[config.mk]
export PLATFORM = sky130hd
export DESIGN_NAME = ground_scroller_flat
export DESIGN_NICKNAME = d
export VERILOG_FILES = /design/src/rtl/ground_scroller_if.sv /design/src/rtl/ground_scroller.sv /design/src/flat_wrapper.sv
export SDC_FILE = /design/constraint.sdc
export NUM_CORES = 1
export LEC_CHECK = 0
export CORE_AREA = 2 2 50 99
export CTS_BUF_LIST = sky130_fd_sc_hd__clkbuf_8
export CTS_CLUSTER_DIAMETER = 80
export CTS_CLUSTER_SIZE = 24
export DETAILED_ROUTE_END_ITERATION = 8
export DIE_AREA = 0 0 52 101
export MAX_ROUTING_LAYER = met4
export PLACE_DENSITY = 0.93
export SETUP_SLACK_MARGIN = 0.05
export SYNTH_ARGS = -nofsm -noshare
export SYNTH_HDL_FRONTEND = slang
export SYNTH_SLANG_ARGS = --single-unit
[constraint.sdc]
create_clock -name CLK -period 7.6 [get_ports CLK]
set_clock_uncertainty 0.1 [all_clocks]
set_input_delay 1.52 -clock CLK [delete_from_list [all_inputs] [get_ports CLK]]
set_output_delay 1.52 -clock CLK [all_outputs]
set_load 0.005 [all_outputs]
[src/rtl/ground_scroller_if.sv]
`default_nettype none
// ============================================================================
// Module   : ground_scroller_if
// Brief    : Scan-position / frame-control inputs and ground-state outputs
//            exchanged between the display logic and the ground scroller.
// Revision : 1.0 - initial release
// ============================================================================
interface ground_scroller_if #(
   parameter int POS_W = 9
);
   logic             frame_tick;
   logic             game_status;
   logic             restart;
   logic [8:0]       row_addr;
   logic [9:0]       col_addr;
   logic [POS_W-1:0] ground_position;
   logic [3:0]       speed;
   logic [15:0]      distance;
   logic             px;

   // Display/game side: drives scan position and frame control
   modport master (
      output frame_tick, game_status, restart, row_addr, col_addr,
      input  ground_position, speed, distance, px
   );

   // Scroller side
   modport slave (
      input  frame_tick, game_status, restart, row_addr, col_addr,
      output ground_position, speed, distance, px
   );
endinterface
`default_nettype wire

[src/rtl/ground_scroller.sv]
`default_nettype none
// ============================================================================
// Module   : ground_scroller
// Brief    : Scrolling ground generator. Draws a solid ground line plus a
//            repeating textured strip, scrolls it once per frame at a speed
//            that ramps up over time, and tracks total distance scrolled.
// Revision : 1.0 - initial release
// ============================================================================
module ground_scroller #(
   parameter int                         H_RES       = 640,
   parameter int                         GROUND_ROW  = 400,
   parameter int                         GROUND_H    = 8,
   parameter int                         TILE_W      = 40,
   parameter int                         N_TILES     = 8,
   parameter logic [TILE_W*N_TILES-1:0]  PATTERN     = '0,
   parameter int                         SPEED_INIT  = 4,
   parameter int                         SPEED_MAX   = 12,
   parameter int                         RAMP_FRAMES = 256
) (
   input  wire logic          CLK,
   input  wire logic          rst,
   ground_scroller_if.slave   bus
);

   localparam int P        = TILE_W * N_TILES;
   localparam int POS_W    = (P > 1) ? $clog2(P) : 1;
   localparam int RAMP_W   = (RAMP_FRAMES > 1) ? $clog2(RAMP_FRAMES) : 1;
   // Wide enough for any 10-bit column plus any offset
   localparam int IDX_W    = $clog2(1024 + P) + 1;
   localparam int N_STAGES = (H_RES + P + P - 1) / P;

   localparam logic [POS_W:0]    P_SUM     = (POS_W+1)'(P);
   localparam logic [IDX_W-1:0]  P_IDX     = IDX_W'(P);
   localparam logic [3:0]        SPD_INIT  = 4'(SPEED_INIT);
   localparam logic [3:0]        SPD_MAX   = 4'(SPEED_MAX);
   localparam logic [RAMP_W-1:0] RAMP_LAST = RAMP_W'(RAMP_FRAMES - 1);
   localparam logic [10:0]       COL_LIM   = 11'(H_RES);
   localparam logic [9:0]        ROW_LINE  = 10'(GROUND_ROW);
   localparam logic [9:0]        ROW_END   = 10'(GROUND_ROW + GROUND_H);

   typedef enum logic [1:0] {
      ST_IDLE = 2'd0,
      ST_RUN  = 2'd1,
      ST_HALT = 2'd2
   } state_t;

   state_t             state_q, state_d;
   logic [POS_W-1:0]   pos_q, pos_d;
   logic [3:0]         speed_q, speed_d;
   logic [15:0]        dist_q, dist_d;
   logic [RAMP_W-1:0]  ramp_q, ramp_d;
   logic               px_q, px_d;

   logic [POS_W:0]     w_sum;
   logic [16:0]        w_dist_sum;
   logic [IDX_W-1:0]   w_idx;

   // Extra bit on both adders so wrap and saturation are detectable
   assign w_sum      = {1'b0, pos_q} + (POS_W+1)'(speed_q);
   assign w_dist_sum = {1'b0, dist_q} + 17'(speed_q);

   // Game FSM and scroll/ramp/distance update; restart overrides everything
   always_comb begin
      state_d = state_q;
      pos_d   = pos_q;
      speed_d = speed_q;
      dist_d  = dist_q;
      ramp_d  = ramp_q;
      if (bus.restart) begin
         state_d = ST_IDLE;
         pos_d   = '0;
         speed_d = SPD_INIT;
         dist_d  = '0;
         ramp_d  = '0;
      end else begin
         case (state_q)
            ST_IDLE: begin
               if (bus.game_status) state_d = ST_RUN;
            end
            ST_RUN: begin
               if (!bus.game_status) begin
                  state_d = ST_HALT;
               end else if (bus.frame_tick) begin
                  pos_d  = (w_sum >= P_SUM) ? POS_W'(w_sum - P_SUM)
                                            : w_sum[POS_W-1:0];
                  dist_d = w_dist_sum[16] ? 16'hFFFF : w_dist_sum[15:0];
                  if (ramp_q == RAMP_LAST) begin
                     ramp_d = '0;
                     if (speed_q < SPD_MAX) speed_d = speed_q + 4'd1;
                  end else begin
                     ramp_d = ramp_q + RAMP_W'(1);
                  end
               end
            end
            ST_HALT: begin
               if (bus.game_status) state_d = ST_RUN;
            end
            default: state_d = ST_IDLE;
         endcase
      end
   end

   // Texture index: (col + offset) mod P by repeated compare-subtract
   always_comb begin
      w_idx = IDX_W'(bus.col_addr) + IDX_W'(pos_q);
      for (int i = 0; i < N_STAGES; i++) begin
         if (w_idx >= P_IDX) w_idx = w_idx - P_IDX;
      end
   end

   // Ground pixel selection: line row, textured strip below it, else blank
   always_comb begin
      px_d = 1'b0;
      if ({1'b0, bus.col_addr} >= COL_LIM) begin
         px_d = 1'b0;
      end else if ({1'b0, bus.row_addr} == ROW_LINE) begin
         px_d = 1'b1;
      end else if (({1'b0, bus.row_addr} > ROW_LINE) &&
                   ({1'b0, bus.row_addr} < ROW_END)) begin
         px_d = (w_idx < P_IDX) ? PATTERN[w_idx[POS_W-1:0]] : 1'b0;
      end
   end

   // State registers with asynchronous reset
   always_ff @(posedge CLK or posedge rst) begin
      if (rst) begin
         state_q <= ST_IDLE;
         pos_q   <= '0;
         speed_q <= SPD_INIT;
         dist_q  <= '0;
         ramp_q  <= '0;
         px_q    <= 1'b0;
      end else begin
         state_q <= state_d;
         pos_q   <= pos_d;
         speed_q <= speed_d;
         dist_q  <= dist_d;
         ramp_q  <= ramp_d;
         px_q    <= px_d;
      end
   end

   assign bus.ground_position = pos_q;
   assign bus.speed           = speed_q;
   assign bus.distance        = dist_q;
   assign bus.px              = px_q;

endmodule
`default_nettype wire
[src/flat_wrapper.sv]
// flat-port wrapper written by rule: the top's interface ports become plain ports
module ground_scroller_flat 
#(
   parameter int                         H_RES       = 640,
   parameter int                         GROUND_ROW  = 400,
   parameter int                         GROUND_H    = 8,
   parameter int                         TILE_W      = 40,
   parameter int                         N_TILES     = 8,
   parameter logic [TILE_W*N_TILES-1:0]  PATTERN     = '0,
   parameter int                         SPEED_INIT  = 4,
   parameter int                         SPEED_MAX   = 12,
   parameter int                         RAMP_FRAMES = 256
)
  (CLK, rst, bus_frame_tick, bus_game_status, bus_restart, bus_row_addr, bus_col_addr, bus_ground_position, bus_speed, bus_distance, bus_px);
  ground_scroller_if bus_i ();
  input  wire logic CLK;
  input  wire logic rst;
  input wire logic [$bits(bus_i.frame_tick)-1:0] bus_frame_tick;
  input wire logic [$bits(bus_i.game_status)-1:0] bus_game_status;
  input wire logic [$bits(bus_i.restart)-1:0] bus_restart;
  input wire logic [$bits(bus_i.row_addr)-1:0] bus_row_addr;
  input wire logic [$bits(bus_i.col_addr)-1:0] bus_col_addr;
  output wire logic [$bits(bus_i.ground_position)-1:0] bus_ground_position;
  output wire logic [$bits(bus_i.speed)-1:0] bus_speed;
  output wire logic [$bits(bus_i.distance)-1:0] bus_distance;
  output wire logic [$bits(bus_i.px)-1:0] bus_px;
  assign bus_i.frame_tick = bus_frame_tick;
  assign bus_i.game_status = bus_game_status;
  assign bus_i.restart = bus_restart;
  assign bus_i.row_addr = bus_row_addr;
  assign bus_i.col_addr = bus_col_addr;
  assign bus_ground_position = bus_i.ground_position;
  assign bus_speed = bus_i.speed;
  assign bus_distance = bus_i.distance;
  assign bus_px = bus_i.px;
  ground_scroller #(.H_RES(H_RES), .GROUND_ROW(GROUND_ROW), .GROUND_H(GROUND_H), .TILE_W(TILE_W), .N_TILES(N_TILES), .PATTERN(PATTERN), .SPEED_INIT(SPEED_INIT), .SPEED_MAX(SPEED_MAX), .RAMP_FRAMES(RAMP_FRAMES)) u_core (.CLK(CLK), .rst(rst), .bus(bus_i));
endmodule
== Word-level counts from Yosys, hierarchy flattened ==
Memory sizes are Yosys's and may differ from the RTL's.
Index checks and enable logic that the tools add are counted.

* Bits in registers: 40
* Bits in read-only memories: 512
* Bits of input ports: 24
* Logic and storage cells: 76
* Memories: 1

* $add $sub $neg: 9
* $lt $le $gt $ge: 10
* Eq/ne operators: 6
* Mux-type cells: 33
* Reductions and logical operators: 11

{| class="wikitable"
|+ Memory list
! memory !! words !! width !! read ports !! clocked after memory_dff !! write ports !! RTL line !! source
|-
| (no name shown) || 512 || 1 || 1 || 0 || 0 || ground_scroller.sv:120 || <nowiki>px_d = (w_idx < P_IDX) ? PATTERN[w_idx[POS_W-1:0]] : 1'b0;</nowiki>
|}

{| class="wikitable"
|+ Operators by type and width
! operator !! count
|-
| $mux W16 || 5
|-
| $mux W9 || 5
|-
| $mux W8 || 5
|-
| $ge A12 B9 Y1 const B || 3
|-
| $mux W12 || 3
|-
| $sub A12 B9 Y12 const B || 3
|-
| $mux W4 || 6
|-
| $add A16 B4 Y17 || 1
|-
| $lt A12 B9 Y1 const B || 1
|-
| $add A10 B9 Y11 || 1
|-
| $add A9 B4 Y10 || 1
|-
| $ge A10 B10 Y1 const B || 1
|-
| $ge A10 B9 Y1 const B || 1
|-
| $lt A9 B10 Y1 const B || 1
|-
| $reduce_bool A2 Y1 || 5
|-
| $eq A9 B9 Y1 const B || 1
|-
| $gt A9 B9 Y1 const B || 1
|-
| $lt A9 B9 Y1 const B || 1
|-
| $sub A9 B9 Y9 const B || 1
|-
| $add A8 B1 Y8 const B || 1
|-
| $eq A8 B8 Y1 const B || 1
|-
| $mux W2 || 3
|-
| $mux W1 || 5
|-
| $reduce_and A5 Y1 || 1
|-
| other kinds (12) || 12
|}

== Depth between registers and ports, before layout ==
Gate-level depths: netlist (run 1).

* Word-level depth: 13
* Mapped depth: 13
* Gate-level depth less buffers: 13

== Worst setup path after synthesis (run 1) ==
No wires, ideal clock.

* Path kind: reg-to-reg
* Start: register u_core.speed_q[2], in the netlist u_core.bus.speed[2]
* End: register u_core.pos_q[6], in the netlist u_core.bus.ground_position[6]
* Setup time: 80 ps
* Arrival: 2702 ps
* Data required time: 7420 ps
* Slack: 4717 ps
* Stages on the path, launching flop included: 11
* Path buffers: 0
* Cell sequence: dfstp_2 -> ha_1 -> a21oi_1 -> a21boi_1 -> o2111ai_1 -> xor2_1 -> ha_1 -> or4_1 -> and3_1 -> and2_1 -> o211ai_2

* Longest elaborated chain between the ends: 7

{| class="wikitable"
|+ Ends and longest elaborated chain
! element !! RTL line !! source
|-
| from (decl) || ground_scroller.sv:49 || <nowiki>logic [3:0] speed_q, speed_d;</nowiki>
|-
| from (signal assigned) || ground_scroller.sv:136 || <nowiki>speed_q <= speed_d;</nowiki>
|-
| $add A9 B4 Y10 (*) || ground_scroller.sv:59 || <nowiki>assign w_sum = {1'b0, pos_q} + (POS_W+1)'(speed_q);</nowiki>
|-
| $sub A9 B9 Y9 / $ge A10 B9 Y1 (equally long branches) || ground_scroller.sv:84 || <nowiki>pos_d = (w_sum >= P_SUM) ? POS_W'(w_sum - P_SUM)</nowiki>
|-
| $mux W9 (*) || ground_scroller.sv:84 ||
|-
| $mux W9 (*) || ground_scroller.sv:83 || <nowiki>end else if (bus.frame_tick) begin</nowiki>
|-
| $mux W9 (*) || ground_scroller.sv:81 || <nowiki>if (!bus.game_status) begin</nowiki>
|-
| $mux W9 (*) || ground_scroller.sv:76 || <nowiki>case (state_q)</nowiki>
|-
| $mux W9 (*) || ground_scroller.sv:69 || <nowiki>if (bus.restart) begin</nowiki>
|-
| to (signal assigned) || ground_scroller.sv:135 || <nowiki>pos_q <= pos_d;</nowiki>
|-
| to (decl) || ground_scroller.sv:48 || <nowiki>logic [POS_W-1:0] pos_q, pos_d;</nowiki>
|}

Every way passes the cells marked *; elsewhere a longest branch is shown, timed or not. The select of a mux whose other input is x is not followed.
A chain may end at the register's enable or synchronous reset.

== Worst setup path in the final report (run 1) ==
* Start: input port bus_game_status
* End: register u_core.dist_q[14], in the netlist u_core.bus.distance[14]

* Longest elaborated chain between the ends: 2

{| class="wikitable"
|+ Ends and longest elaborated chain
! element !! RTL line !! source
|-
| from (decl) || flat_wrapper.sv:19 || <nowiki>input wire logic [$bits(bus_i.game_status)-1:0] bus_game_status;</nowiki>
|-
| $reduce_bool A2 Y1 (no line) || n/a ||
|-
| $reduce_and A3 Y1 (no line) || n/a ||
|-
| to (signal assigned) || ground_scroller.sv:137 || <nowiki>dist_q <= dist_d;</nowiki>
|-
| to (decl) || ground_scroller.sv:50 || <nowiki>logic [15:0] dist_q, dist_d;</nowiki>
|}

No other way between the ends.

==> impl_metrics.json, run 1 <==
{
  "max_cap_violations": 0,
  "worstRegToRegCells": 11,
  "p_sw_w": 0.0000942,
  "comb_power_share_pct": 7.2,
  "crit_type": "primary input to register",
  "slew_headroom_pct": 47.3,
  "dr.pass1.iters": 4,
  "cts_root_buffer": "clkbuf_8",
  "power.leakage_nw": 1.25,
  "nets": 349,
  "io_buffers": 46,
  "clkPwrFrac_pct": 36.8,
  "synthToLayoutAreaGrowth_pct": 23.1,
  "grt_use_total_pct": 26.0,
  "grt_max_degree": 41,
  "grt_pass1_wl_mm": 10.3,
  "drc": 0,
  "gp_congestion": 0.916,
  "n_antenna_cell": 0,
  "synth_area_sq_um": 2490,
  "ys_ff_latch": 40,
  "grt_pass1_vias": 2279,
  "fmax_mhz": 288,
  "p_seq_share_pct": 56.0,
  "report.final.setup_viol": 0,
  "synth.avg_cell_area_sq_um": 9.33,
  "viasPerCell": 6.03,
  "crit_buf_inv": 2,
  "cpLargestDelayFamily": "buffers and inverters",
  "finalCriticalPeriod_ns": 3.47,
  "cp_slowest_stage_delay_ns": 0.51,
  "ys_types": 53,
  "pin_count": 54,
  "rows": 35,
  "post-route-period-util_pct": 45.6,
  "whs_path_depth": 1,
  "clockBufferDepth": 2,
  "insertion_delay_ns": 0.30,
  "yosys-top-cells-area": "dfrtp_1 (39%), ha_1 (6.0%), a21oi_1 (4.8%)",
  "cts-resized-gates": 0,
  "synth_flop_cell": "dfrtp_1",
  "p_sw_share_pct": 24.4,
  "antenna_found_initial": 0,
  "post-place-cells": 359,
  "initial_core_util_pct": 55.2,
  "dp_hpwl_mm": 4.14,
  "crit_arrival_ns": 3.53,
  "cp_slowest_cell": "clkdlybuf4s50_1",
  "htree_levels": 2,
  "wl_per_cell_um": 15.8,
  "cp_max_fo": 16,
  "tns_ns": 0,
  "report.final.hold_viol_count": 0,
  "crit_chain": "clkdlybuf4s50_1 > and4b_1 > buf_4 > o211a_1 > nand4_1 > nor3_1 > a211oi_1",
  "nFillCells": 353,
  "p_per_area_nw_per_um2": 126,
  "path_depth": 7,
  "worst_ep_required_time_ns": 7.66,
  "start_kind": "primary input",
  "clk_pin_slew_ns": 0.08,
  "cts_buffers": 5,
  "hold_buffers": 0,
  "holdWs_ns": 0.428,
  "cts_setup_buffers": 0,
  "fp.dieW_um": 52,
  "cts.sinks": 40,
  "syn_nets": 305,
  "final_antenna_net_count": 0,
  "core_sq_um": 4510,
  "cp-end-kind": "register",
  "num_vias": 2214,
  "drive_gt1_share_pct": 5.77,
  "overflow": 0,
  "tritoncts": "built",
  "synth-seq-area-share_pct": 40.2,
  "min_path_type": "register to register",
  "wl_mm": 5.79,
  "dieArea_sq_um": 5250,
  "p_int_w": 0.000292,
  "rsz0062_at_grt": "false",
  "drv_slew": 0,
  "die-height_um": 101,
  "netlist.area_leader.share_pct": 39.2,
  "tightest_slew_ns": 0.786,
  "synthCells": 267,
  "synth_top_cell_by_area": "dfrtp_1",
  "fin_ws_ns": 4.13,
  "synth_edf_count": 0,
  "synthArstFlopShare_pct": 100,
  "drtIter0Drc": 57,
  "dp_worst_setup_slack_ns": 3.81,
  "ir_worst_vdd_v": 0.000136,
  "yosysWarnings": 0,
  "final_cells": 367,
  "status": "finished clean"
}
synth_stat cells (all sizes together), types with 7 or more instances:
| master | count |
|---|---|
| dfrtp | 39 |
| nand2 | 25 |
| a21oi | 24 |
| nor2 | 23 |
| nor3 | 13 |
| ha | 12 |
| inv | 10 |
| o21ai | 9 |
| clkbuf | 8 |
| xor2 | 8 |
| a211oi | 7 |
| nand4 | 7 |
state kept, by name, indices dropped and copies added (netlist names):
register and flops:
u_core.bus.distance 16, u_core.bus.ground_position 9, u_core.bus.px 1, u_core.bus.speed 4, u_core.ramp_q 8, u_core.state_q 2
metrics by stage:
| stage | instance area (sq um) | power, W | util, % |
|---|---|---|---|
| 4_1_cts | 3070 | 0.000389 | 68.0 |
| 3_5_place_dp | 2980 | 0.000249 | 66.0 |
| 6_report | 3070 | 0.000386 | 68.0 |
| 5_1_grt | 3070 | 0.000399 | 68.0 |
| 2_1_floorplan | 2490 | 0.000234 | - |
| 3_3_place_gp | 2980 | 0.000247 | 66.0 |
cell families (layout without fill, tap and decap cells):
| logic type | after synthesis | in the layout | synth area share [%] |
|---|---|---|---|
| AND/OR/NAND/NOR | 107 | 107 | 22.9 |
| adder cells (fa/ha/maj) | 14 | 14 | 7.63 |
| XOR/XNOR | 13 | 13 | 4.57 |
| multiplexers | 3 | 3 | 1.21 |
| buffers and inverters | 23 | 68 | 4.27 |
| flip-flops | 40 | 40 | 40.2 |
| AO/OA/AOI/OAI | 67 | 67 | 19.2 |
placed cells by master (no fill, tap or decap), types with 2 or more instances in the layout:
cell / netlist / final
clkdlybuf4s50_1: 0 / 46
dfrtp_1: 39 / 39
nand2_1: 25 / 25
a21oi_1: 24 / 24
nor2_1: 23 / 23
nor3_1: 13 / 13
ha_1: 12 / 12
inv_1: 10 / 10
o21ai_0: 9 / 9
xor2_1: 8 / 8
nand4_1: 7 / 7
a211oi_1: 7 / 7
nand3_1: 5 / 5
a311oi_1: 5 / 5
xnor2_1: 5 / 5
or3_1: 5 / 5
and4_1: 5 / 5
clkbuf_8: 0 / 5
a21o_1: 4 / 4
and3_1: 4 / 4
nor4_1: 3 / 3
mux2i_1: 3 / 3
nand4b_1: 3 / 3
buf_4: 1 / 3
nor2b_1: 2 / 2
o31ai_1: 2 / 2
and2_0: 2 / 2
o211ai_1: 2 / 2
and2_1: 2 / 2
and4b_1: 2 / 2
o211ai_2: 2 / 2
fa_1: 2 / 2
clkinv_2: 0 / 2
cell type report:
cell class,count,area (sq um),share of cell area [%]
sequential,40,1000,32.7
tap,55,68.8,2.24
clock inverter,3,18.8,0.612
multi-input combinational,204,1380,45.1
timing repair buffer,49,483,15.8
clock buffer,5,68.8,2.24
inverter,11,41.3,1.35
power by group through the flow:
stage	Clock [W]	Combinational, W	Sequential (W)
2_1_floorplan	0	0.0000137	0.000220
3_3_place_gp	0	0.0000273	0.000220
3_5_place_dp	0	0.0000283	0.000220
4_1_cts	0.000144	0.0000284	0.000216
5_1_grt	0.000151	0.0000313	0.000216
6_report	0.000142	0.0000279	0.000216
worst register-to-register path: cells and delay by family (launching register included):
kind | cells | cell delay (ns)
flip-flops | 1 | 0.61
adder cells (fa/ha/maj) | 2 | 0.52
XOR/XNOR | 1 | 0.29
AO/OA/AOI/OAI | 5 | 0.99
AND/OR/NAND/NOR | 3 | 0.70
worst paths after layout:
| kind | slack [ns] | endpoint | startpoint |
|---|---|---|---|
| max in group asynchronous | 5.50 | u_core.bus.speed[2] | rst |
| worst max-delay path | 4.13 | u_core.bus.distance[14] | bus_game_status |
| worst min register to register | 0.43 | u_core.state_q[0] | u_core.state_q[1] |
| min in group asynchronous | 1.53 | u_core.state_q[1] | rst |
| worst min-delay path | 0.43 | u_core.state_q[0] | u_core.state_q[1] |
| worst max register to register | 4.33 | u_core.bus.ground_position[6] | u_core.bus.speed[2] |
metal layers:
| metal | routed length, um | GRT usage (%) | part of all wire [%] | vias to the layer above |
|---|---|---|---|---|
| met5 | 0 | - | 0 | - |
| met4 | 95 | 9.31 | 1.6 | 0 |
| met3 | 199 | 3.41 | 3.4 | 9 |
| met2 | 3090 | 44.2 | 53 | 57 |
| met1 | 2400 | 30.6 | 42 | 1082 |
| li1 | - | - | - | 1066 |
Note: power is estimated with default switching activity, not from simulation.
==> run 2, diff against run 1 <==
- CORE_AREA: 2 2 50 99 -> 2 2 52 102
- DIE_AREA: 0 0 52 101 -> 0 0 54 104
- PLACE_DENSITY: 0.93 -> 0.88
- clock period: 7.6 -> 3.4 ns (I/O delays scaled with it)
==> impl_metrics.json, run 2 (synthesis gave the netlist of run 1 again) <==
{
  "status": "finished clean",
  "rows": 36,
  "fin_util_pct": 64.1,
  "whs_path_depth": 1,
  "place_area_sq_um": 3000,
  "top_layer_used": "met4",
  "tns_ns": 0,
  "synthToLayoutAreaGrowth_pct": 25.2,
  "finalCriticalPeriod_ns": 3.12,
  "grt_max_degree": 41,
  "worstRegToRegCells": 11,
  "core_sq_um": 4860,
  "final_cell_mix": "clkdlybuf4s50_1 (46), dfrtp_1 (39), nand2_1 (25), nor2_1 (23), a21oi_1 (23)",
  "wl_met3_um": 222,
  "cts_root_buffer": "clkbuf_8",
  "p_int_w": 0.000724,
  "n_antenna_cell": 0,
  "num_vias": 2288,
  "layout_commonest_cell": "clkdlybuf4s50_1",
  "dp_worst_setup_slack_ns": 0.247,
  "insertion_delay_ns": 0.30,
  "viasPerCell": 6.15,
  "dr.pass1.iters": 4,
  "p_sw_share_pct": 22.0,
  "power.leakage_nw": 1.27,
  "report.final.hold_viol_count": 0,
  "grt_pass1_wl_mm": 10.5,
  "clkPwrFrac_pct": 41.2,
  "min_path_type": "register to register",
  "antenna_found_initial": 0,
  "holdCritStartpoint": "u_core.state_q[0]",
  "reg2reg_setup_slack_ns": 0.28,
  "drive_gt1_share_pct": 6.98,
  "io_buffers": 46,
  "drv_slew": 0,
  "post-route-period-util_pct": 91.7,
  "nets": 352,
  "start_kind": "register",
  "largest_reg_flops": 16,
  "fin_ws_ns": 0.281,
  "tightest_slew_ns": 0.751,
  "htree_levels": 2,
  "drt-met1-wl_mm": 2.15,
  "clk_pin_slew_ns": 0.08,
  "cts_setup_buffers": 0,
  "dp_hpwl_mm": 4.37,
  "p_sw_w": 0.000204,
  "drc": 0,
  "fp.dieW_um": 54,
  "final_antenna_net_count": 0,
  "pin_count": 54,
  "finalPower_w": 0.000929,
  "crit_arrival_ns": 3.24,
  "cp_max_fo": 4,
  "p_per_area_nw_per_um2": 298,
  "r2r_end": "u_core.bus.ground_position[7]",
  "gp_congestion": 0.792,
  "slew_headroom_pct": 50.0,
  "cts.sinks": 40,
  "tritoncts": "built",
  "report.final.setup_viol": 0,
  "fmax_mhz": 321,
  "cp-end-kind": "register",
  "max_cap_violations": 0,
  "wl_met2_mm": 3.39,
  "cts_buffers": 5,
  "die-height_um": 104,
  "wl_mm": 5.98,
  "stdcell_area_sq_um": 3120,
  "grt_use_total_pct": 24.7,
  "ir_worst_vdd_v": 0.000344,
  "crit_type": "register to register",
  "crit_path_start": "u_core.bus.ground_position[0]",
  "wl_per_cell_um": 16.1,
  "grt_pass1_vias": 2472,
  "dieArea_sq_um": 5620,
  "drtIter0Drc": 38,
  "min_to": "u_core.state_q[0]",
  "worst_ep_required_time_ns": 3.52,
  "cts-resized-gates": 0,
  "p_seq_share_pct": 52.0,
  "initial_core_util_pct": 51.2,
  "r2r_start": "u_core.bus.ground_position[0]",
  "hold_buffers": 0,
  "rsz0062_at_grt": "false",
  "comb_power_share_pct": 6.8,
  "clockBufferDepth": 2,
  "overflow": 0
}
[run 2: cell count changes in the layout (fill, tap and decap cells not counted), sizes merged]
cell    delta
buf        +3
clkinv     -2
bufinv     +1
inv        +1
[run 2: cell type report]
class | instances | area [sq um]
inverter | 11 | 41.3
sequential | 40 | 1000
tap | 57 | 71.3
clock inverter | 3 | 38.8
clock buffer | 5 | 68.8
multi-input combinational | 204 | 1390
timing repair buffer | 52 | 505
fill | 386 | 1750
[run 2: stage by stage]
| step | instances | hold slack (ns) |
|---|---|---|
| 6_report | 372 | 0.426 |
| 5_1_grt | 372 | 0.450 |
| 4_1_cts | 372 | 0.418 |
| 3_5_place_dp | 364 | 0.405 |
| 3_3_place_gp | 364 | 0.390 |
| 2_1_floorplan | 267 | 0.374 |
[run 2: worst max-delay path, stage by stage, from the launching register on]
cell      delay, ns
dfrtp_1        0.41
ha_1           0.23
fa_1           0.43
nand3_1        0.16
and2_4         0.19
nor3_1         0.06
xnor2_1        0.16
ha_1           0.26
or4_1          0.51
and3_1         0.21
and2_1         0.19
o211ai_2       0.16
[run 2: power groups by stage]
stage	Combinational [W]	Clock [W]	Sequential (W)
6_report	0.0000634	0.000383	0.000483
2_1_floorplan	0.0000307	0	0.000492
3_3_place_gp	0.0000623	0	0.000492
4_1_cts	0.0000641	0.000389	0.000483
5_1_grt	0.0000713	0.000413	0.000483
3_5_place_dp	0.0000639	0	0.000492
[run 2: routing by layer]
metal	up-vias	GRT usage, %
li1	1072	-
met1	1126	24.5
met4	0	13.6
met2	70	42.3
met5	-	-
met3	20	5.03
[run 2: worst max path at each step]
stage,to,slack (ns),depth (start not counted)
floorplan,u_core.bus.ground_position[6],0.52,10
global placement,u_core.bus.ground_position[7],0.30,10
detailed placement,u_core.bus.ground_position[7],0.25,10
CTS,u_core.bus.ground_position[7],0.23,10
global route,u_core.bus.ground_position[6],0.06,11
finish,u_core.bus.ground_position[7],0.28,11
==> run 3, diff against run 2 <==
- CORE_AREA: 2 2 52 102 -> 2 2 53 104
- CTS_BUF_LIST: sky130_fd_sc_hd__clkbuf_8 -> unset
- CTS_CLUSTER_SIZE: 24 -> unset
- DIE_AREA: 0 0 54 104 -> 0 0 55 106
- PLACE_DENSITY: 0.88 -> 0.85
- TNS_END_PERCENT: unset -> 50
==> impl_metrics.json, run 3 (synthesis gave the netlist of run 1 again) <==
{
  "start_kind": "register",
  "layout_commonest_cell": "clkdlybuf4s50_1",
  "finalCriticalPeriod_ns": 3.13,
  "htree_levels": 2,
  "cp-end-kind": "register",
  "n_antenna_cell": 0,
  "die-height_um": 106,
  "wl_per_cell_um": 15.9,
  "synthToLayoutAreaGrowth_pct": 24.9,
  "drc": 0,
  "worst_ep_required_time_ns": 3.53,
  "cts-resized-gates": 0,
  "hold_buffers": 0,
  "grt_use_total_pct": 23.5,
  "cts_setup_buffers": 0,
  "fp.dieW_um": 55,
  "nFillCells": 462,
  "pin_count": 54,
  "clockBufferDepth": 2,
  "holdWs_ns": 0.418,
  "nets": 352,
  "antenna_found_initial": 0,
  "clk_pin_slew_ns": 0.08,
  "p_sw_w": 0.000211,
  "dr.pass1.iters": 4,
  "insertion_delay_ns": 0.31,
  "initial_core_util_pct": 48.9,
  "p_int_w": 0.000727,
  "cp_max_fo": 7,
  "drv_slew": 0,
  "rows": 37,
  "p_seq_share_pct": 51.5,
  "comb_power_share_pct": 6.7,
  "core_sq_um": 5090,
  "p_per_area_nw_per_um2": 301,
  "io_buffers": 46,
  "p_sw_share_pct": 22.5,
  "cts_root_buffer": "clkbuf_8",
  "cts.sinks": 40,
  "grt_pass1_vias": 2278,
  "wl_mm": 5.94,
  "report.final.hold_viol_count": 0,
  "min_path_type": "register to register",
  "max_cap_violations": 0,
  "grt_max_degree": 41,
  "tns_ns": 0,
  "grt_pass1_wl_mm": 10.1,
  "status": "finished clean",
  "final_antenna_net_count": 0,
  "tightest_slew_ns": 0.767,
  "slew_headroom_pct": 48.9,
  "power.leakage_nw": 1.27,
  "cts_buffers": 5,
  "viasPerCell": 6.10,
  "num_vias": 2275,
  "crit_type": "register to register",
  "final_cell_mix": "clkdlybuf4s50_1 (46), dfrtp_1 (39), nand2_1 (25), a21oi_1 (24), nor2_1 (23)",
  "largest_reg_flops": 16,
  "rsz0062_at_grt": "false",
  "post-route-period-util_pct": 92.2,
  "fmax_mhz": 319,
  "dieArea_sq_um": 5830,
  "tritoncts": "built",
  "clkPwrFrac_pct": 41.8,
  "drive_gt1_share_pct": 6.35,
  "dp_hpwl_mm": 4.34,
  "report.final.setup_viol": 0,
  "overflow": 0,
  "crit_arrival_ns": 3.27,
  "ir_worst_vdd_v": 0.000406,
  "drtIter0Drc": 54,
  "gp_congestion": 0.828
}
==> run 3: cell types whose count changed in the layout (fill, tap and decap cells not counted) <==
cell	change
a21boi_2	-1
a21boi_1	+1
inv_1	-1
a21oi_1	+1
a21oi_2	-1
clkbuf_1	+1
==> run 3: metrics by stage <==
stage          total power (W)  cell area [sq um]  setup slack (ns)  utilization (%)  instances
2_1_floorplan         0.000522               2490             0.517                -        267
3_3_place_gp          0.000554               3000             0.361             59.0        365
3_5_place_dp          0.000556               3000             0.284             59.0        365
4_1_cts               0.000943               3110             0.277             61.1        373
5_1_grt               0.000972               3110            0.0821             61.1        373
6_report              0.000938               3110             0.266             61.1        373
==> run 3: power by group through the flow <==
stage               Clock [W]  Sequential [W]  Combinational [W]
floorplan                   0        0.000492          0.0000307
global placement            0        0.000492          0.0000622
detailed placement          0        0.000492          0.0000638
CTS                  0.000397        0.000483          0.0000638
global route         0.000418        0.000483          0.0000700
finish               0.000392        0.000483          0.0000628
==> run 3: final timing paths <==
| kind | start | to | slack (ns) | depth (start not counted) |
|---|---|---|---|---|
| worst min register to register | u_core.state_q[1] | u_core.state_q[0] | 0.42 | 1 |
| max in group asynchronous | rst | u_core.bus.speed[2] | 2.12 | 3 |
| min in group asynchronous | rst | u_core.bus.px | 0.70 | 3 |
| worst max register to register | u_core.bus.speed[2] | u_core.bus.ground_position[7] | 0.27 | 10 |
| worst max-delay path | u_core.bus.speed[2] | u_core.bus.ground_position[7] | 0.27 | 10 |
| worst min-delay path | u_core.state_q[1] | u_core.state_q[0] | 0.42 | 1 |
==> run 3: area by class of cell <==
class | instances | area, sq um | share of cell area [%]
clock inverters | 2 | 35.0 | 1.13
multi-input cells | 204 | 1380 | 44.4
flip-flops and latches | 40 | 1000 | 32.2
well taps | 58 | 72.6 | 2.33
clock buffers | 6 | 72.6 | 2.33
repair buffers | 52 | 505 | 16.2
inverters | 11 | 41.3 | 1.33
==> run 3: worst max-delay path, cell delays in order, from the launching register on <==
cell,delay (ns)
dfstp_2,0.62
ha_1,0.30
a21oi_1,0.26
a21boi_1,0.14
o2111ai_1,0.22
xor2_1,0.13
ha_1,0.27
or4_1,0.50
and3_1,0.20
and2_1,0.18
o211ai_2,0.16
==> run 3: layer usage <==
metal  vias to the layer above  wire [um]  GRT usage (%)
li1                       1074          -              -
met1                      1114       2190           25.2
met2                        74       3370           39.5
met4                         0        138           12.0
met5                         -          0              -
met3                        13        241           3.51
